`config.mk`:
```
export PLATFORM = sky130hd
export DESIGN_NAME = muldiv_array_sched
export DESIGN_NICKNAME = d
export VERILOG_FILES = /design/src/rtl/muldiv_array_sched_pkg.sv /design/src/rtl/muldiv_array_sched_rr_arb2.sv /design/src/rtl/muldiv_array_sched.sv
export SDC_FILE = /design/constraint.sdc
export NUM_CORES = 1
export LEC_CHECK = 0
export ABC_AREA = 0
export BUFFER_PORTS_ARGS = -buffer_cell sky130_fd_sc_hd__buf_2
export CAP_MARGIN = 20
export CORE_UTILIZATION = 40
export CTS_BUF_LIST = sky130_fd_sc_hd__clkbuf_16
export DETAILED_ROUTE_END_ITERATION = 16
export HOLD_SLACK_MARGIN = 0.08
export PLACE_DENSITY = 0.7
export SLEW_MARGIN = 10
export SYNTH_ARGS = -nofsm -noshare
export SYNTH_HDL_FRONTEND = slang
export SYNTH_HIERARCHICAL = 1
export SYNTH_SLANG_ARGS = --single-unit
```
`constraint.sdc`:
```
create_clock -name clk -period 1.9 [get_ports clk]
set_clock_uncertainty 0.05 [all_clocks]
set_input_delay 0.38 -clock clk [delete_from_list [all_inputs] [get_ports clk]]
set_output_delay 0.38 -clock clk [all_outputs]
set_load 0.05 [all_outputs]
```
`src/rtl/muldiv_array_sched_pkg.sv`:
```
`default_nettype none
// ============================================================================
// Module      : muldiv_array_sched_pkg
// Description : Shared types and constants for the two-requester
//               multiply/divide array scheduler.
// Revision    : 1.0 - initial release
// ============================================================================
package muldiv_array_sched_pkg;

    // Scheduler FSM states
    typedef enum logic [1:0] {
        IDLE   = 2'd0,
        SETTLE = 2'd1,
        DONE   = 2'd2
    } state_t;

    // Operation encoding on reqN_op
    localparam logic OP_MUL = 1'b0;
    localparam logic OP_DIV = 1'b1;

    // Response returned for a divide by zero
    localparam logic [7:0] DZ_RESULT = 8'hFF;
    localparam logic [3:0] DZ_REM    = 4'h0;

endpackage
`default_nettype wire

```
`src/rtl/muldiv_array_sched_rr_arb2.sv`:
```
`default_nettype none
// ============================================================================
// Module      : rr_arb2
// Description : Two-way round-robin arbiter. When both requests are present
//               the grant goes to the requester not served last; after reset
//               requester 0 is favoured.
// Revision    : 1.0 - initial release
// ============================================================================
module rr_arb2 (
    input  logic       clk,
    input  logic       rst,
    input  logic [1:0] req,
    input  logic       update,
    output logic [1:0] gnt
);

    // 1 = requester 1 was served last, so requester 0 wins the next tie
    logic r_last;

    // Remember which requester was served on every accepted grant
    always_ff @(posedge clk) begin
        if (rst) begin
            r_last <= 1'b1;
        end else if (update) begin
            r_last <= gnt[1];
        end
    end

    // Single request passes straight through; a tie is broken by r_last
    always_comb begin
        gnt = req;
        if (req == 2'b11) begin
            gnt = r_last ? 2'b01 : 2'b10;
        end
    end

endmodule
`default_nettype wire

```
`src/rtl/muldiv_array_sched.sv`:
```
`default_nettype none
// ============================================================================
// Module      : muldiv_array_sched
// Description : Schedules multiply/divide operations from two requesters onto
//               a shared combinational array, holding the array inputs for
//               SETTLE_CYCLES cycles before capturing the result.
// Revision    : 1.0 - initial release
// ============================================================================
module muldiv_array_sched
    import muldiv_array_sched_pkg::*;
#(
    parameter int unsigned SETTLE_CYCLES = 2
) (
    input  logic        clk,
    input  logic        rst,
    input  logic        req0_valid,
    output logic        req0_ready,
    input  logic        req0_op,
    input  logic [7:0]  req0_a,
    input  logic [3:0]  req0_b,
    input  logic        req1_valid,
    output logic        req1_ready,
    input  logic        req1_op,
    input  logic [7:0]  req1_a,
    input  logic [3:0]  req1_b,
    output logic        rsp_valid,
    input  logic        rsp_ready,
    output logic        rsp_id,
    output logic [7:0]  rsp_result,
    output logic [3:0]  rsp_rem,
    output logic        rsp_dz,
    output logic        busy,
    output logic [10:0] arr_l,
    output logic [3:0]  arr_b,
    output logic        arr_z,
    input  logic [7:0]  arr_mul,
    input  logic [7:0]  arr_quo,
    input  logic [3:0]  arr_rem
);

    localparam logic [3:0] c_settle_load = 4'(SETTLE_CYCLES - 1);

    state_t      r_state;
    state_t      w_next;
    logic [3:0]  r_cnt;
    logic        r_op;
    logic        r_id;
    logic [7:0]  r_a;
    logic [3:0]  r_b;
    logic [7:0]  r_result;
    logic [3:0]  r_rem;
    logic        r_dz;

    logic [1:0]  w_gnt;
    logic        w_idle;
    logic        w_accept;
    logic        w_acc_id;
    logic        w_acc_op;
    logic [7:0]  w_acc_a;
    logic [3:0]  w_acc_b;
    logic        w_acc_dz;
    logic        w_capture;
    logic        w_drive;
    logic        w_done;

    rr_arb2 u_arb (
        .clk    (clk),
        .rst    (rst),
        .req    ({req1_valid, req0_valid}),
        .update (w_accept),
        .gnt    (w_gnt)
    );

    // Grant/accept decode, next-state logic and all output drive
    always_comb begin
        w_next     = r_state;
        w_idle     = (r_state == IDLE) && !rst;
        req0_ready = w_idle && w_gnt[0];
        req1_ready = w_idle && w_gnt[1];
        w_accept   = w_idle && (w_gnt != 2'b00);
        w_acc_id   = w_gnt[1];
        w_acc_op   = w_acc_id ? req1_op : req0_op;
        w_acc_a    = w_acc_id ? req1_a  : req0_a;
        w_acc_b    = w_acc_id ? req1_b  : req0_b;
        w_acc_dz   = (w_acc_op == OP_DIV) && (w_acc_b == 4'h0);
        w_capture  = (r_state == SETTLE) && (r_cnt == 4'd0);

        unique case (r_state)
            IDLE:    if (w_accept)        w_next = w_acc_dz ? DONE : SETTLE;
            SETTLE:  if (r_cnt == 4'd0)   w_next = DONE;
            DONE:    if (rsp_ready)       w_next = IDLE;
            default:                      w_next = IDLE;
        endcase

        // Array inputs are only driven while the operation is settling
        w_drive = (r_state == SETTLE) && !rst;
        arr_l   = 11'd0;
        arr_b   = 4'd0;
        arr_z   = 1'b0;
        if (w_drive) begin
            arr_l = (r_op == OP_DIV) ? {3'b000, r_a} : {7'b0, r_a[3:0]};
            arr_b = r_b;
            arr_z = r_op;
        end

        w_done     = (r_state == DONE) && !rst;
        rsp_valid  = w_done;
        rsp_id     = w_done ? r_id     : 1'b0;
        rsp_result = w_done ? r_result : 8'h00;
        rsp_rem    = w_done ? r_rem    : 4'h0;
        rsp_dz     = w_done ? r_dz     : 1'b0;
        busy       = (r_state != IDLE) && !rst;
    end

    // FSM state register
    always_ff @(posedge clk) begin
        if (rst) begin
            r_state <= IDLE;
        end else begin
            r_state <= w_next;
        end
    end

    // Settle down-counter: loaded on accept, counts to zero in SETTLE
    always_ff @(posedge clk) begin
        if (rst) begin
            r_cnt <= 4'd0;
        end else if (w_accept) begin
            r_cnt <= c_settle_load;
        end else if ((r_state == SETTLE) && (r_cnt != 4'd0)) begin
            r_cnt <= r_cnt - 4'd1;
        end
    end

    // Latch the accepted operation so the array inputs stay stable
    always_ff @(posedge clk) begin
        if (rst) begin
            r_op <= OP_MUL;
            r_id <= 1'b0;
            r_a  <= 8'h00;
            r_b  <= 4'h0;
        end else if (w_accept) begin
            r_op <= w_acc_op;
            r_id <= w_acc_id;
            r_a  <= w_acc_a;
            r_b  <= w_acc_b;
        end
    end

    // Response registers: divide-by-zero shortcut or array capture
    always_ff @(posedge clk) begin
        if (rst) begin
            r_result <= 8'h00;
            r_rem    <= 4'h0;
            r_dz     <= 1'b0;
        end else if (w_accept && w_acc_dz) begin
            r_result <= DZ_RESULT;
            r_rem    <= DZ_REM;
            r_dz     <= 1'b1;
        end else if (w_capture) begin
            r_result <= (r_op == OP_DIV) ? arr_quo : arr_mul;
            r_rem    <= (r_op == OP_DIV) ? arr_rem : 4'h0;
            r_dz     <= 1'b0;
        end
    end

endmodule
`default_nettype wire

```
==> results.tsv <==
metric	value	unit
RSZ-0062 raised after global routing	false	
Std-Cell Core Area	0.00441	mm²
Sequential cell area	686	µm²
number of hold violations in the final report	0	
Die X-Extent	70.3	µm
Max-Cap Viols	0	
largest net degree at the start of global routing	22	
dominant cells by area after synthesis	sky130_fd_sc_hd__dfxtp_1, sky130_fd_sc_hd__mux2i_1, sky130_fd_sc_hd__a211oi_1, sky130_fd_sc_hd__and2_1, sky130_fd_sc_hd__nor2_1	
GR Overflow Total	0	
final instance count without filler cells	356	
most frequent cells after synthesis	sky130_fd_sc_hd__dfxtp_1, sky130_fd_sc_hd__and2_1, sky130_fd_sc_hd__nor2_1	
remaining design rule violation count	0	
Avg Synthesized Cell Area	8.65	µm²
Final Util	58.5	%
crit path time final	1.85	ns
capture point of the worst reg-to-reg path	r_cnt[1]$_SDFFE_PP0P_	
worst-case clock buffer depth	2	
setup slack of the worst register-to-register path	0.15	ns
crit path launch	r_state[0]$_SDFFE_PP0P_	
cts bufs inserted	5	
Setup Viol. Count Final	0	
gp weighted congestion	0.769	
number of enable flip-flop cells after synthesis	0	
Worst-Skew Late Latency	0.27	ns
CP required	1.47	ns
kind of start point of the critical path	flip-flop	
number of instances in the synthesized netlist	216	
count of nets left with antenna violations after detail routing	0	
termination of the worst setup path	arr_l[7]	
number of cells after detailed placement	345	
vias post-DR	1833	
ys async rst share	0	%
fraction of layout cells with a size suffix above 1	43.4	%
Final period util	97.1	%
number of top-level pins	85	
power density over the cells	763	mW/mm²
cell area after synthesis	0.00187	mm²
number of buffer cells added on primary ports	81	
number of clock sinks	34	
first-pass GRT wire length	7350	µm
layout-stage area growth over the synthesis result	38.2	%
via count of the first global-routing pass	1595	
post-DR wirelength/cell	13.2	µm
Total Negative Setup Slacks	0	ns
post-DP HPWL	3280	µm
static leakage	1.19	nW
final antenna diode count	0	
placed instance area	0.00233	mm²
number of fill cells	406	
post-DR vias/cell	5.15	
area occupied by multi-input gates	0.00106	mm²
cell row count	24	
Worst Hold Slack	0.234	ns
number of optimization iterations in the first detailed-route pass	4	
Most used DFF post-synth	sky130_fd_sc_hd__dfxtp_1	
endpoint kind of the worst setup timing path	primary output	
critical path arrival	1.42	ns
Warnings, synthesis	6	
Total Routed Length	4700	µm
Setup CP Type	reg2out	
drt initial violations	56	
total of flip-flops plus latches after synthesis	34	
worst reg2reg path startpoint	r_cnt[0]$_SDFFE_PP0P_	
cell taking the most area after synthesis	sky130_fd_sc_hd__dfxtp_1	
fraction of the yosys area taken by sequential cells	36.4	%
initial core utilization	42.3	%
post-route cell area	0.00258	mm²
Peak VDD IR	0.458	mV
type of the worst min-delay path	in2reg	
fin nets	355	
H-tree depth	2	
most instantiated library cell after synthesis	sky130_fd_sc_hd__dfxtp_1	
outcome	complete, no violations	
maximum net fanout on the critical path	6	
die span in y	70.3	µm
maximum operating frequency	542	MHz
buffer cell driving the clock tree root	sky130_fd_sc_hd__clkbuf_16	
number of antenna violations at the first check in global routing	0	
synth unique cells	46	
Max Slew Vio Count	0	
worst reg2reg path depth	6	
clock-pin slew reported for the worst setup and hold paths after clock tree synthesis	0.05	ns
global router's overall resource usage	18.9	%
share of Yosys cell area claimed by the top area cell type	36.4	%
TritonCTS clock tree	done	
overall die area	0.00495	mm²
layer usage:
metal	vias up	routed length, µm	track usage (%)
met1	821	2180	24.4
met3	6	277	5.05
li1	929	-	-
met2	77	2180	29.4
met5	-	0	0
met4	0	65	8.44
how the worst min path moves through the flow:
stage,from,endpoint,slack [ns],cells past startpoint
after global placement,r_dz$_SDFFE_PP0P_,r_dz$_SDFFE_PP0P_,0.39,2
final,rsp_ready,r_state[1]$_SDFFE_PP0P_,0.23,2
after floorplan,r_rem[0]$_SDFFE_PP0P_,r_rem[0]$_SDFFE_PP0P_,0.38,2
after CTS,rsp_ready,r_state[1]$_SDFFE_PP0P_,0.24,2
after detailed placement,r_rem[0]$_SDFFE_PP0P_,r_rem[0]$_SDFFE_PP0P_,0.40,2
after global routing,rsp_ready,r_state[1]$_SDFFE_PP0P_,0.24,2
flip-flops by register name, indices dropped and copies added, names as in the netlist:
signal        count
r_state           2
r_cnt             4
r_op              1
r_a               8
r_dz              1
r_b               4
u_arb/r_last      1
r_id              1
r_rem             4
r_result          8
layout make-up:
type,count,share of cell area (%)
repair buffers,97,23.4
clock inverters,3,0.485
inverters,7,1.02
clock buffers,5,4.85
multi-input cells,158,41.2
well taps,52,2.52
flip-flops and latches,34,26.6
report_power, final:
part           switching (mW)  internal, mW  total (mW)
combinational           0.234         0.180       0.414
clock                   0.279         0.473       0.752
sequential             0.0322         0.771       0.803
cell usage in the layout, fill, tap and decap left out, types with 2 or more instances in the layout:
| cell | n |
|---|---|
| sky130_fd_sc_hd__nand3_1 | 5 |
| sky130_fd_sc_hd__and2_1 | 6 |
| sky130_fd_sc_hd__conb_1 | 3 |
| sky130_fd_sc_hd__buf_2 | 55 |
| sky130_fd_sc_hd__inv_1 | 7 |
| sky130_fd_sc_hd__xor2_1 | 2 |
| sky130_fd_sc_hd__a31oi_1 | 8 |
| sky130_fd_sc_hd__nor2_1 | 19 |
| sky130_fd_sc_hd__mux2i_1 | 13 |
| sky130_fd_sc_hd__a211oi_1 | 16 |
| sky130_fd_sc_hd__a21oi_1 | 3 |
| sky130_fd_sc_hd__nand2_1 | 15 |
| sky130_fd_sc_hd__dfxtp_1 | 32 |
| sky130_fd_sc_hd__buf_4 | 38 |
| sky130_fd_sc_hd__and2_2 | 13 |
| sky130_fd_sc_hd__nand2b_1 | 8 |
| sky130_fd_sc_hd__nor3_1 | 4 |
| sky130_fd_sc_hd__nor3b_1 | 2 |
| sky130_fd_sc_hd__clkbuf_16 | 5 |
| sky130_fd_sc_hd__clkbuf_4 | 3 |
| sky130_fd_sc_hd__and3_1 | 8 |
| sky130_fd_sc_hd__o211ai_1 | 8 |
critical path: stages (launching register included):
cell                      delay, ns
sky130_fd_sc_hd__dfxtp_4       0.36
sky130_fd_sc_hd__nor2b_2       0.15
sky130_fd_sc_hd__and3_2        0.24
sky130_fd_sc_hd__and2_2        0.20
sky130_fd_sc_hd__buf_4         0.19
metrics by stage:
| stage | power [mW] | setup WS (ns) |
|---|---|---|
| 2_1_floorplan | 1.10 | 0.114 |
| 3_3_place_gp | 1.20 | 0.0832 |
| 3_5_place_dp | 1.20 | 0.0236 |
| 4_1_cts | 1.96 | 0.0000743 |
| 5_1_grt | 2.06 | 0.00696 |
| 6_report | 1.97 | 0.0546 |
kinds of logic after synthesis:
family	Yosys count	share of synthesized area [%]
other	1	0.201
AOI/OAI and AO/OA	46	18.1
muxes	13	6.97
and+or+nand+nor	92	27.3
xor gates and xnor gates	3	1.41
buffers and inverters	26	8.97
adders and majority gates	1	0.670
DFF	34	36.4
what timing repair did:
| action | CTS | global route |
|---|---|---|
| gates resized for setup | 18 | 20 |
| hold buffers | 0 | 0 |
| pin swaps | 0 | 1 |
| buffers inserted | 0 | 3 |
| endpoints found under the setup margin | 25 | 30 |
No activity file was read; power rests on OpenSTA's default activity.
